### config.mk
export PLATFORM = sky130hd
export DESIGN_NAME = scan_chain_ctrl
export DESIGN_NICKNAME = d
export VERILOG_FILES = /design/src/rtl/scan_ctrl_pkg.sv /design/src/rtl/scan_bit_counter.sv /design/src/rtl/scan_chain_ctrl.sv
export SDC_FILE = /design/constraint.sdc
export NUM_CORES = 1
export LEC_CHECK = 0
export BUFFER_PORTS_ARGS = -buffer_cell sky130_fd_sc_hd__buf_2
export CAP_MARGIN = 20
export CORE_UTILIZATION = 55
export DETAILED_ROUTE_END_ITERATION = 6
export PLACE_DENSITY = 0.77
export SYNTH_ARGS = -nofsm -noshare
export SYNTH_HDL_FRONTEND = slang
export SYNTH_SLANG_ARGS = --single-unit
### constraint.sdc
create_clock -name clk -period 2 [get_ports clk]
set_input_delay 0 -clock clk [delete_from_list [all_inputs] [get_ports clk]]
set_output_delay 0 -clock clk [all_outputs]
set_load 0.005 [all_outputs]
### src/rtl/scan_ctrl_pkg.sv
// Shared constants for the scan-chain controller: default chain length and FSM state codes.
package scan_ctrl_pkg;

  localparam int CHAIN_LEN_DEFAULT = 8;

  localparam logic [2:0] ST_IDLE      = 3'd0;
  localparam logic [2:0] ST_SHIFT_IN  = 3'd1;
  localparam logic [2:0] ST_CAPTURE   = 3'd2;
  localparam logic [2:0] ST_SHIFT_OUT = 3'd3;
  localparam logic [2:0] ST_DONE      = 3'd4;

endpackage

### src/rtl/scan_bit_counter.sv
// Bit counter for the shift phases: clears on request, counts when enabled,
// flags the last bit position of the chain.
module scan_bit_counter #(
  parameter int CHAIN_LEN = 8,
  parameter int CNT_W     = $clog2(CHAIN_LEN)
) (
  input  logic             clk,
  input  logic             r,
  input  logic             i_clear,
  input  logic             i_enable,
  output logic [CNT_W-1:0] o_count,
  output logic             o_tc
);

  logic [CNT_W-1:0] r_count;

  // NOTE: sequential state always uses non-blocking assignments so every
  // register samples pre-edge values regardless of block ordering.
  always_ff @(posedge clk) begin
    if (r || i_clear) begin
      r_count <= '0;
    end else if (i_enable) begin
      r_count <= r_count + CNT_W'(1);
    end
  end

  assign o_count = r_count;
  assign o_tc    = (r_count == CNT_W'(CHAIN_LEN - 1));

endmodule

### src/rtl/scan_chain_ctrl.sv
// Scan-chain sequencer: shifts a pattern in LSB first, pulses a functional
// capture, shifts the response out into result, then signals done.
module scan_chain_ctrl
  import scan_ctrl_pkg::*;
#(
  parameter int CHAIN_LEN = CHAIN_LEN_DEFAULT
) (
  input  logic                 clk,
  input  logic                 r,
  input  logic                 start,
  input  logic                 abort,
  input  logic [CHAIN_LEN-1:0] pattern,
  input  logic                 scan_out,
  output logic                 scan_en,
  output logic                 scan_in,
  output logic                 capture,
  output logic                 busy,
  output logic                 done,
  output logic [CHAIN_LEN-1:0] result
);

  localparam int CNT_W = $clog2(CHAIN_LEN);

  logic [2:0]           r_state;
  logic [2:0]           w_next;
  logic [CNT_W-1:0]     w_count;
  logic                 w_tc;
  logic                 w_state_change;
  logic                 w_cnt_en;
  logic [CHAIN_LEN-1:0] w_captured;

  logic [CHAIN_LEN-1:0] r_pattern;
  logic [CHAIN_LEN-1:0] r_shift_out;
  logic [CHAIN_LEN-1:0] r_result;
  logic                 r_scan_en;
  logic                 r_scan_in;
  logic                 r_capture;
  logic                 r_busy;
  logic                 r_done;

  // NOTE: every combinational output gets a default first, so no path can
  // leave it unassigned and infer a latch.
  always_comb begin
    w_next = r_state;
    case (r_state)
      ST_IDLE:      if (start)   w_next = ST_SHIFT_IN;
      ST_SHIFT_IN:  if (w_tc)    w_next = ST_CAPTURE;
      ST_CAPTURE:                w_next = ST_SHIFT_OUT;
      ST_SHIFT_OUT: if (w_tc)    w_next = ST_DONE;
      ST_DONE:                   w_next = ST_IDLE;
      default:                   w_next = ST_IDLE;
    endcase
    // abort wins everywhere, including over start in IDLE
    if (abort) w_next = ST_IDLE;
  end

  assign w_state_change = (w_next != r_state);
  assign w_cnt_en       = (r_state == ST_SHIFT_IN) || (r_state == ST_SHIFT_OUT);

  scan_bit_counter #(
    .CHAIN_LEN (CHAIN_LEN),
    .CNT_W     (CNT_W)
  ) u_bit_counter (
    .clk      (clk),
    .r        (r),
    .i_clear  (w_state_change),
    .i_enable (w_cnt_en),
    .o_count  (w_count),
    .o_tc     (w_tc)
  );

  // Response word with the bit currently on scan_out merged in at its position.
  always_comb begin
    w_captured          = r_shift_out;
    w_captured[w_count] = scan_out;
  end

  // Outputs are decoded from the next state so they line up with the state register.
  always_ff @(posedge clk) begin
    if (r) begin
      r_state     <= ST_IDLE;
      r_pattern   <= '0;
      r_shift_out <= '0;
      r_result    <= '0;
      r_scan_en   <= 1'b0;
      r_scan_in   <= 1'b0;
      r_capture   <= 1'b0;
      r_busy      <= 1'b0;
      r_done      <= 1'b0;
    end else begin
      r_state   <= w_next;
      r_scan_en <= (w_next == ST_SHIFT_IN) || (w_next == ST_SHIFT_OUT);
      r_capture <= (w_next == ST_CAPTURE);
      r_busy    <= (w_next != ST_IDLE);
      r_done    <= (w_next == ST_DONE);
      r_scan_in <= 1'b0;

      if (r_state == ST_IDLE && w_next == ST_SHIFT_IN) begin
        r_pattern <= pattern;
        r_scan_in <= pattern[0];
      end else if (r_state == ST_SHIFT_IN && w_next == ST_SHIFT_IN) begin
        r_scan_in <= r_pattern[w_count + CNT_W'(1)];
      end

      if (r_state == ST_SHIFT_OUT) begin
        r_shift_out <= w_captured;
      end
      // Commit only on a completed run so an abort leaves result untouched.
      if (w_next == ST_DONE) begin
        r_result <= w_captured;
      end
    end
  end

  assign scan_en = r_scan_en;
  assign scan_in = r_scan_in;
  assign capture = r_capture;
  assign busy    = r_busy;
  assign done    = r_done;
  assign result  = r_result;

endmodule

==> flow_summary.yaml <==
outcome:
  status: "complete, no violations"
pwr:
  switchingPower_mw: 0.3395
  p_leak_nw: 0.7808
  ir_drop_mv: 0.4291
  combinationalPowerShare: 0.098
  pwr-share-clk: 0.389
  p_int_mw: 1.065
  p_per_area_mw_per_mm2: 662.3
  swShare: 0.2417
  pwr-share-seq: 0.512
yosys:
  synthTopCellsByCount: "dfxtp_1 (35), a21oi_1 (23), o21ai_0 (10)"
  synth.most_common_cell: "dfxtp_1"
  syn-num-nets: 209
  synth_top_area_cell: "dfxtp_1"
  ys_ff_latch: 35
  syn_area_per_cell_sq_um: 9.507
  synth_ff_type: "dfxtp_1"
  synth_area_leaders: "dfxtp_1 (38%), o41ai_2 (7.1%), a21oi_1 (6.2%)"
  synth_edf_count: 0
  syn_area_sq_mm: 0.001844
  syn-instance-count: 194
  yosysSeqAreaShare: 0.3799
  synth_warnings: 0
  synth_top_area_frac: 0.3799
  synth_cell_types: 45
  synthArstFlopShare: 0
timing:
  relSlewSlack: 0.5731
  worst_pin_slew_ps: 632.0
  skew_ps: 5.262
  fin_crit_ps: 1655
  rsz0062_at_grt: "false"
  hold_viol: 0
  max_freq_mhz: 604.2
  maxSlewViolCount: 0
  tns_ps: 0
  timing.final.crit_share: 0.8276
  setup_violations: 0
clock_network:
  cts_htree_levels: 2
  cts.clk_slew.worst_paths_ps: 110
  numCtsBuffers: 5
  cts_tree: "yes"
  cts_resized: 0
  root_buffer: "clkbuf_4"
  worst_skew_pair.late_latency_ps: 350
  cts_buffer_depth: 2
  cts.sinks: 35
die:
  pin_count: 26
  die_x_microns: 59.91
  die_area_sq_mm: 0.003589
  initial_core_util: 0.5896
  fp.dieH_microns: 59.91
  rows: 20
  design.core.area_sq_mm: 0.003128
hold_path:
  min_to: "r_shift_out[0]"
  hold_depth: 3
  min_path_type: "input pin to flip-flop"
  min_from: "scan_out"
route:
  wl_microns: 4160
  wire_per_inst_microns: 15.64
  route.vias.total: 1656
  drtPass1Iterations: 4
  drtIter0Drc: 131
  drtAntennaViolNets: 0
  drc_errors: 0
  viasPerCell: 6.226
placed_design:
  gp_congestion: 0.8467
  placed_cell_area_sq_mm: 0.001944
  dp_hpwl_microns: 2821
  dp_cells: 249
  portBuffers: 25
setup_path:
  rr_worst_depth: 4
  cp_top_family: "compound AO/OA/AOI/OAI gates"
  r2r_slack_ps: 340
  cp_max_fo: 12
  crit-reg2reg-launch: "r_state[0]"
  path_cells: "buf_4, nor2_1, o2111ai_1, o32ai_1"
  slowest_stage: "dfxtp_1"
  cp.buffers_inverters: 1
  cpPeakStageDelay_ps: 440
  start_kind: "flip-flop"
  cp-end-kind: "flip-flop"
  crit_required_ps: 2250
  path_class: "flip-flop to flip-flop"
  r2r-end: "scan_in"
  crit_arrival_ps: 1900
cells_and_area:
  antennaDiodeCount: 0
  fillers: 265
  fin_nets: 236
  seq_area_sq_um: 700.7
  design_area_sq_mm: 0.002121
  multiInputGateArea_sq_um: 984.7
  syn2layout_area_growth_pct: 14.99
  drive_above_1_share: 0.2703
  layoutNonFillerInstCount: 266
flow_run:
  cap_violations: 0
global_route:
  grt_antenna_before_repair: 0
  grt_pass1_wl_microns: 6734
  grt-ovfl-total: 0
  top_usage_layer: "met2"
  grt_pass1_vias: 1450
  grt_usage: 0.2545
  grtUsageMet1: 0.3570
  grt_max_degree: 31
  met3_usage: 0.06710
  use_met2: 0.3667
==> state kept, by name, indices dropped and copies added (netlist names) <==
register / flops
scan_in: 1
result: 8
scan_en: 1
r_shift_out: 8
capture: 1
u_bit_counter.o_count: 3
r_pattern: 8
r_state: 3
busy: 1
done: 1
==> cell families after synthesis <==
group,Yosys count,share of synthesized area
buf+inv,26,0.08616
fa+ha+maj,2,0.01357
xor+xnor,2,0.009500
flops,35,0.3799
compound gates,68,0.2897
simple gates,53,0.1750
mux,8,0.04613
==> stage by stage <==
step / power (mW) / hold WS [ps] / util / setup slack (ps)
floorplan: 0.8252 / 91.81 / - / 593.4
global placement: 0.8511 / 266.8 / 0.6216 / 518.3
detailed placement: 0.8565 / 277.4 / 0.6216 / 432.5
CTS: 1.410 / 12.32 / 0.6780 / 391.7
global route: 1.460 / 43.65 / 0.6780 / 218.9
finish: 1.405 / 28.56 / 0.6780 / 344.9
==> routing by layer <==
layer | vias to the layer above | part of all wire
li1 | 792 | -
met1 | 795 | 0.47
met2 | 61 | 0.45
met3 | 8 | 0.060
met4 | 0 | 0.017
met5 | - | 0
==> layout by cell type, fill, tap and decap left out, drive strengths merged, types with 3 or more instances in the layout <==
| cell type | n |
|---|---|
| dfxtp | 35 |
| buf | 34 |
| a21oi | 23 |
| o21ai | 10 |
| dlygate4sd3 | 9 |
| o41ai | 9 |
| nand3 | 8 |
| o2111ai | 8 |
| nor3 | 7 |
| clkbuf | 6 |
| a311oi | 6 |
| nor2b | 5 |
| nand4 | 5 |
| nand2 | 5 |
| nor2 | 5 |
| nand2b | 4 |
| mux2i | 4 |
| mux2 | 4 |
| and2 | 3 |
| inv | 3 |
| a211oi | 3 |
| o31ai | 3 |
==> cell type report <==
| cell class | count | share of cell area |
|---|---|---|
| clock inverter | 2 | 0.01652 |
| timing repair buffer | 43 | 0.1333 |
| tap | 44 | 0.02596 |
| multi-input combinational | 133 | 0.4643 |
| inverter | 3 | 0.005310 |
| sequential | 35 | 0.3304 |
| clock buffer | 6 | 0.02419 |
==> power groups by stage <==
stage / registers (mW) / logic, mW / clock network [mW]
3_5_place_dp: 0.735 / 0.121 / 0
2_1_floorplan: 0.732 / 0.0935 / 0
3_3_place_gp: 0.735 / 0.117 / 0
4_1_cts: 0.719 / 0.135 / 0.555
5_1_grt: 0.722 / 0.150 / 0.588
6_report: 0.720 / 0.138 / 0.547
==> worst min-delay path, stage by stage <==
cell	delay, ps
buf_2	190
nand3_1	100
a21oi_1	60
==> what timing repair did <==
| action | CTS | global route |
|---|---|---|
| hold buffers | 9 | 0 |
| setup buffers | 0 | 0 |
| endpoints found under the hold margin | 11 | 0 |
| setup endpoints to repair | 0 | 0 |
==> worst max path at each step <==
stage                              from  endpoint  slack (ps)  depth (start not counted)
3_3_place_gp                 r_state[0]   scan_in         520                          4
3_5_place_dp                 r_state[0]   scan_in         430                          4
5_1_grt                      r_state[0]   scan_in         220                          4
6_report                     r_state[0]   scan_in         340                          4
4_1_cts                      r_state[0]   scan_in         390                          4
2_1_floorplan  u_bit_counter.o_count[0]   scan_in         590                          6
Note: power is estimated with default switching activity, not from simulation.
